[config.mk]
export PLATFORM = sky130hd
export DESIGN_NAME = alu_issue_queue
export DESIGN_NICKNAME = d
export VERILOG_FILES = /design/src/rtl/alu_pkg.sv /design/src/rtl/sync_fifo.sv /design/src/rtl/alu_issue_queue.sv
export SDC_FILE = /design/constraint.sdc
export NUM_CORES = 1
export LEC_CHECK = 0
export ABC_AREA = 1
export BUFFER_PORTS_ARGS = -buffer_cell sky130_fd_sc_hd__buf_4
export CORE_MARGIN = 8
export CORE_UTILIZATION = 53
export CTS_CLUSTER_SIZE = 8
export DETAILED_ROUTE_END_ITERATION = 8
export HOLD_SLACK_MARGIN = 0.1
export PLACE_DENSITY = 0.8
export SLEW_MARGIN = 10
export SYNTH_ARGS = -nofsm -noshare
export SYNTH_HDL_FRONTEND = slang
export SYNTH_SLANG_ARGS = --single-unit
export TNS_END_PERCENT = 50
[constraint.sdc]
create_clock -name clk -period 4.5 [get_ports clk]
set_input_delay 0.9 -clock clk [delete_from_list [all_inputs] [get_ports clk]]
set_output_delay 0.9 -clock clk [all_outputs]
set_load 0.01 [all_outputs]
[src/rtl/alu_pkg.sv]
// Shared opcode constants and entry layout for the ALU and its issue queue.
// The ALU decodes the same OP_* values that the queue stores and forwards.
package alu_pkg;

    localparam int CMD_W      = 2;
    localparam int DEF_DATA_W = 32;

    localparam logic [CMD_W-1:0] OP_NOP = 2'h0;
    localparam logic [CMD_W-1:0] OP_ADD = 2'h1;
    localparam logic [CMD_W-1:0] OP_SUB = 2'h2;

    typedef struct packed {
        logic [DEF_DATA_W-1:0] a;
        logic [DEF_DATA_W-1:0] b;
        logic [CMD_W-1:0]      cmd;
    } entry_t;

    // Width of a flat {a, b, cmd} entry for a given operand width
    function automatic int entry_w(input int dw);
        return 2 * dw + CMD_W;
    endfunction

endpackage

[src/rtl/sync_fifo.sv]
// Single-clock FIFO with wrap-bit pointers; level is the pointer difference.
// Push while full and pop while empty are ignored internally.
module sync_fifo #(
    parameter int WIDTH = 8,
    parameter int DEPTH = 4
) (
    input  logic                     clk,
    input  logic                     reset,
    input  logic                     i_push,
    input  logic                     i_pop,
    input  logic [WIDTH-1:0]         i_din,
    output logic [WIDTH-1:0]         o_dout,
    output logic                     o_full,
    output logic                     o_empty,
    output logic [$clog2(DEPTH):0]   o_level
);

    localparam int AW = $clog2(DEPTH);

    logic [WIDTH-1:0] r_mem [DEPTH];
    logic [AW:0]      r_wptr;
    logic [AW:0]      r_rptr;
    logic             w_push;
    logic             w_pop;

    assign o_empty = (r_wptr == r_rptr);
    assign o_full  = (r_wptr[AW-1:0] == r_rptr[AW-1:0]) &&
                     (r_wptr[AW] != r_rptr[AW]);
    assign o_level = r_wptr - r_rptr;
    assign o_dout  = r_mem[r_rptr[AW-1:0]];

    assign w_push = i_push && !o_full;
    assign w_pop  = i_pop && !o_empty;

    // Pointer advance; reset discards every queued entry
    always_ff @(posedge clk or negedge reset) begin
        if (!reset) begin
            r_wptr <= '0;
            r_rptr <= '0;
        end else begin
            if (w_push) r_wptr <= r_wptr + 1'b1;
            if (w_pop)  r_rptr <= r_rptr + 1'b1;
        end
    end

    // Storage write; contents are don't-care until written
    always_ff @(posedge clk) begin
        if (w_push) r_mem[r_wptr[AW-1:0]] <= i_din;
    end

endmodule

[src/rtl/alu_issue_queue.sv]
// Command buffer in front of the single-cycle ALU: queues producer
// commands and hands the head over only in ALU-ready cycles, else NOP.
module alu_issue_queue
    import alu_pkg::*;
#(
    parameter int DATA_W = DEF_DATA_W,
    parameter int DEPTH  = 4
) (
    input  logic                   clk,
    input  logic                   reset,
    input  logic [DATA_W-1:0]      in_a,
    input  logic [DATA_W-1:0]      in_b,
    input  logic [1:0]             in_cmd,
    input  logic                   in_valid,
    output logic                   in_ready,
    input  logic                   alu_ready,
    output logic [DATA_W-1:0]      alu_a,
    output logic [DATA_W-1:0]      alu_b,
    output logic [1:0]             alu_cmd,
    output logic                   issue,
    output logic [$clog2(DEPTH):0] level,
    output logic                   overflow
);

    localparam int EW = entry_w(DATA_W);

    logic [EW-1:0] w_din;
    logic [EW-1:0] w_head;
    logic          w_full;
    logic          w_empty;
    logic          w_push;
    logic          r_overflow;

    assign w_din    = {in_a, in_b, in_cmd};
    assign in_ready = !w_full;
    assign w_push   = in_valid && !w_full;
    assign issue    = alu_ready && !w_empty;
    assign overflow = r_overflow;

    sync_fifo #(
        .WIDTH (EW),
        .DEPTH (DEPTH)
    ) u_fifo (
        .clk     (clk),
        .reset   (reset),
        .i_push  (w_push),
        .i_pop   (issue),
        .i_din   (w_din),
        .o_dout  (w_head),
        .o_full  (w_full),
        .o_empty (w_empty),
        .o_level (level)
    );

    // Present the head only when it is consumed; otherwise a clean NOP
    always_comb begin
        alu_a   = '0;
        alu_b   = '0;
        alu_cmd = OP_NOP;
        if (issue) begin
            alu_a   = w_head[EW-1 -: DATA_W];
            alu_b   = w_head[EW-1-DATA_W -: DATA_W];
            alu_cmd = w_head[CMD_W-1:0];
        end
    end

    // Sticky record of any producer attempt against a full queue
    always_ff @(posedge clk or negedge reset) begin
        if (!reset) begin
            r_overflow <= 1'b0;
        end else if (in_valid && w_full) begin
            r_overflow <= 1'b1;
        end
    end

endmodule

**After elaboration in Yosys (flattened, before gate mapping)**

Memories as Yosys holds them, arrays and structs flattened.
Index checks and enable logic that the tools add are counted.

- Memory bits (writable): 264
- Bits in registers: 7
- Memories kept: 1
- Output and inout port bits: 72

Memories:

| name | words | bits a word | read ports | clocked after Yosys merged registers in | wr ports | line | text |
|---|---|---|---|---|---|---|---|
| u_fifo.r_mem | 4 | 66 | 1 | 0 | 1 | sync_fifo.sv:20 | `logic [WIDTH-1:0] r_mem [DEPTH];` |

- Add/subtract/negate cells: 3
- Reductions and logical operators: 8
- Eq/ne operators: 3
- Muxes and demuxes: 5

Operators with widths:

| cell | number |
|---|---|
| $mux W32 | 2 |
| $add A3 B1 Y3 const B | 2 |
| $logic_and A1 B1 Y1 | 6 |
| $eq A3 B3 Y1 | 1 |
| $sub A3 B3 Y3 | 1 |
| $eq A2 B2 Y1 | 1 |
| $logic_not A1 Y1 | 2 |
| $mux W1 | 2 |
| $mux W2 | 1 |
| $ne A1 B1 Y1 | 1 |

**Longest topological paths before layout**

- Depth after elaboration: 7
- Gate-level depth with buffers: 11
- Depth with buffers taken out: 8

**Modules after synthesis**

A second synthesis with hierarchy kept.

- Cells, all modules: 851
- Area, all modules: 11,126.9 um^2

By module, submodules not included:

| module | area each (um^2) | sequential area each (um^2) | instances | cells an instance |
|---|---|---|---|---|
| sync_fifo | 10,261.1 | 8,077.7 | 1 | 702 |
| alu_issue_queue | 865.8 | 25.0 | 1 | 149 |

**Worst setup path before layout**

Ideal clock, no wire load.

- Path kind: register -> register
- From: register u_fifo.r_rptr[1]
- To: memory u_fifo.r_mem[0][0] (netlist name), enable pin
- Setup time: 0.490 ns
- Arrival time: 4.156 ns
- Buffers on the path: 2
- Setup slack: -0.146 ns
- Cell stages (with the launch flop): 10
- Data required time: 4.010 ns
- Clock period less this slack: 4.646 ns
- Path through: dfrtp_1 buf_2 inv_2 buf_2 ha_1 nand2_1 inv_2 nand3_2 nand2_1 nor2_1

- Longest elaborated chain between the ends: 7

Ends and longest elaborated chain:

| what | line | text |
|---|---|---|
| from (decl) | sync_fifo.sv:22 | `logic [AW:0] r_rptr;` |
| from (signal assigned) | sync_fifo.sv:42 | `if (w_pop) r_rptr <= r_rptr + 1'b1;` |
| $eq A2 B2 Y1 * | sync_fifo.sv:27 | `assign o_full = (r_wptr[AW-1:0] == r_rptr[AW-1:0]) &&` |
| $logic_and A1 B1 Y1 * | sync_fifo.sv:27 |  |
| $logic_not A1 Y1 * | - |  |
| net in_ready | alu_issue_queue.sv:15 | `output logic in_ready,` |
| $logic_and A1 B1 Y1 | alu_issue_queue.sv:36 | `assign w_push = in_valid && !w_full;` |
| $logic_and A1 B1 Y1 * | sync_fifo.sv:32 | `assign w_push = i_push && !o_full;` |
| $mux W1 * | sync_fifo.sv:48 | `if (w_push) r_mem[r_wptr[AW-1:0]] <= i_din;` |
| $mux W1 (not written as such) * | sync_fifo.sv:48 |  |
| to (decl) | sync_fifo.sv:20 |  |

Mark *: on every way through the listed nets, which the timed path passes. The rest lies on a longest branch.

**Final worst setup path**

- From: register u_fifo.r_rptr[0]
- To: output port alu_a[29]

- Longest elaborated chain between the ends: 4

Ends and longest elaborated chain:

| what | line | text |
|---|---|---|
| $eq A3 B3 Y1 | sync_fifo.sv:26 | `assign o_empty = (r_wptr == r_rptr);` |
| $logic_not A1 Y1 | alu_issue_queue.sv:37 | `assign issue = alu_ready && !w_empty;` |
| $logic_and A1 B1 Y1 | alu_issue_queue.sv:37 |  |
| $mux W32 * | alu_issue_queue.sv:60 | `if (issue) begin` |
| to (decl) | alu_issue_queue.sv:17 | `output logic [DATA_W-1:0] alu_a,` |

Every way passes the cells marked *; elsewhere a longest branch is shown, timed or not.

==> reports/results.tsv <==
metric	value	unit
dr.pass1.iters	7	
cp.arrival	2.99	ns
synth_fp_nets	1318	
grt_overflow	0	
max_cap_viol_count	0	
max_slew.worst_pin.slew	0.906	ns
initial_core_util	53.8	%
drt_iter0_drc	608	
slew_violations	0	
synth_edf_count	264	
holdWs	0.211	ns
crit_type	reg -> out	
crit_fanout	70	
clock_skew	0.0139	ns
ys.flop_type	edfxtp_1	
dp_hpwl	15500	µm
diodes	0	
ir_drop	0.000502	V
synth_seq_area_share	66.7	%
grt_pass1_vias	8604	
nets	1460	
post-route-min-period	3.89	ns
grt_pass1_wl	42800	µm
grt_max_degree	87	
antenna_found_initial	0	
async_flop_share	2.58	%
die_area	28000	µm²
synth.area.top_cells	edfxtp_1 (65%), nand2_1 (11%), inv_1 (11%)	
totalWireLength	26900	µm
required	3.60	ns
ant_nets	0	
cts.sinks	271	
h-tree-depth	2	
relSlewSlack	39.6	%
rr_worst_depth	7	
synth.largest_area_cell	edfxtp_1	
gp_congestion	0.750	
ys_ff_latch	271	
fp.dieH	167	µm
port_buffers	141	
rrSetupSlack	1.42	ns
viasPerCell	4.94	
clk_path_buf_depth	3	
cts.hold.buffers_added	0	
cts_tree	yes	
synthCells	1240	
root_buffer	clkbuf_16	
fmax	257	MHz
setup_violations	0	
p_leak	7.00	nW
cts_buffers	39	
status	completed	
power	0.00973	W
syn_avg_cell_area	9.80	µm²
core	22600	µm²
r2r-start	u_fifo.r_rptr[0]	
post_drt_wl_per_cell	16.0	µm
final_cell_mix	nand2_1 (351), inv_1 (341), edfxtp_1 (264)	
final_common_cell	nand2_1	
yosysTopAreaCellShare	65.3	%
yosysUniqueCellTypes	20	
clock_latency	0.50	ns
post-cts-setup-buffers	0	
vias	8308	
worst_hold_path_type	in -> async	
drc	0	
power.density	674	nW/µm²
fin_crit_sh	86.5	%
grt_util_all_layers	19.1	%
rows	55	
drive_above_1_share	14.7	%
r2r-end	u_fifo.r_mem[3][64]	
cts.clk_slew.worst_paths	0.05	ns
rsz0062_at_grt	false	
crit_path_start_kind	flip-flop	
cts_resized	0	
top_level_ports	142	
synthesis.area	12100	µm²
hold_viol_final	0	
die_x	167	µm
area_growth	18.8	%
cp-end-kind	output port	
yosys_warnings	0	
setup_tns	0	ns
kinds of logic after synthesis:
family	share of synthesized area, %
buf+inv	13.3
xor+xnor	0.144
simple gates	18.9
flops	66.7
fa+ha+maj	0.886
compound gates	0.0618
sequential cells by signal, indices dropped and copies added (netlist names):
| signal | count |
|---|---|
| u_fifo.r_wptr | 3 |
| u_fifo.r_rptr | 3 |
| overflow | 1 |
| u_fifo.r_mem | 264 |
cell type report:
| type | count | area, µm² |
|---|---|---|
| fillers | 1750 | 8140 |
| inverters | 346 | 1300 |
| flip-flops and latches | 271 | 8110 |
| clock inverters | 1 | 8.76 |
| multi-input cells | 572 | 2450 |
| well taps | 285 | 357 |
| clock buffers | 56 | 1040 |
| repair buffers | 152 | 1170 |
routing by layer:
layer / track usage [%] / vias to the layer above / routed length [µm]
met4: 7.10 / 0 / 652
met1: 22.0 / 3910 / 10600
met3: 3.88 / 50 / 1910
met2: 34.6 / 297 / 13700
li1: - / 4051 / -
met5: 0 / - / 0
worst max-delay path by stage:
stage / from / end / slack, ns / cells after the start
floorplan: u_fifo.r_rptr[1] / u_fifo.r_mem[0][0] / -0.15 / 9
global placement: u_fifo.r_rptr[0] / alu_a[8] / 1.23 / 8
detailed placement: u_fifo.r_rptr[0] / alu_a[2] / 1.15 / 8
CTS: u_fifo.r_rptr[0] / alu_a[29] / 0.59 / 7
global route: u_fifo.r_rptr[0] / alu_a[29] / 0.35 / 7
finish: u_fifo.r_rptr[0] / alu_a[29] / 0.61 / 7
where the power goes:
group | switching [W] | leakage [nW] | internal, W | total (W)
Sequential | 0.000264 | 2.50 | 0.00338 | 0.00365
Clock | 0.000952 | 0.505 | 0.00157 | 0.00252
Combinational | 0.00231 | 4.00 | 0.00125 | 0.00355
worst max-delay path, cell delays in order (launching register included):
cell and delay, ns:
dfrtp_4 0.92, ha_1 0.37, nand2_1 0.09, inv_2 0.05, nand3_2 0.10, nand2_4 0.45, nor2_1 0.32, buf_4 0.16
metrics by stage:
stage,worst slack [ns],area [µm²],util (%),cells
2_1_floorplan,-0.146,12100,-,1240
3_3_place_gp,1.23,13400,59.3,1626
3_5_place_dp,1.15,13400,59.3,1626
4_1_cts,0.588,14400,64.0,1683
5_1_grt,0.346,14400,64.0,1683
6_report,0.608,14400,64.0,1683
synthesized netlist by cell type (2+ instances only):
| library cell | n |
|---|---|
| edfxtp_1 | 264 |
| nor2_1 | 69 |
| buf_2 | 32 |
| buf_4 | 3 |
| dfrtp_1 | 7 |
| inv_1 | 342 |
| ha_1 | 7 |
| nand3_2 | 2 |
| buf_1 | 3 |
| nand2_1 | 351 |
| nand3_1 | 138 |
| clkbuf_1 | 3 |
| inv_2 | 3 |
| buf_6 | 10 |
No activity file was read; power rests on OpenSTA's default activity.
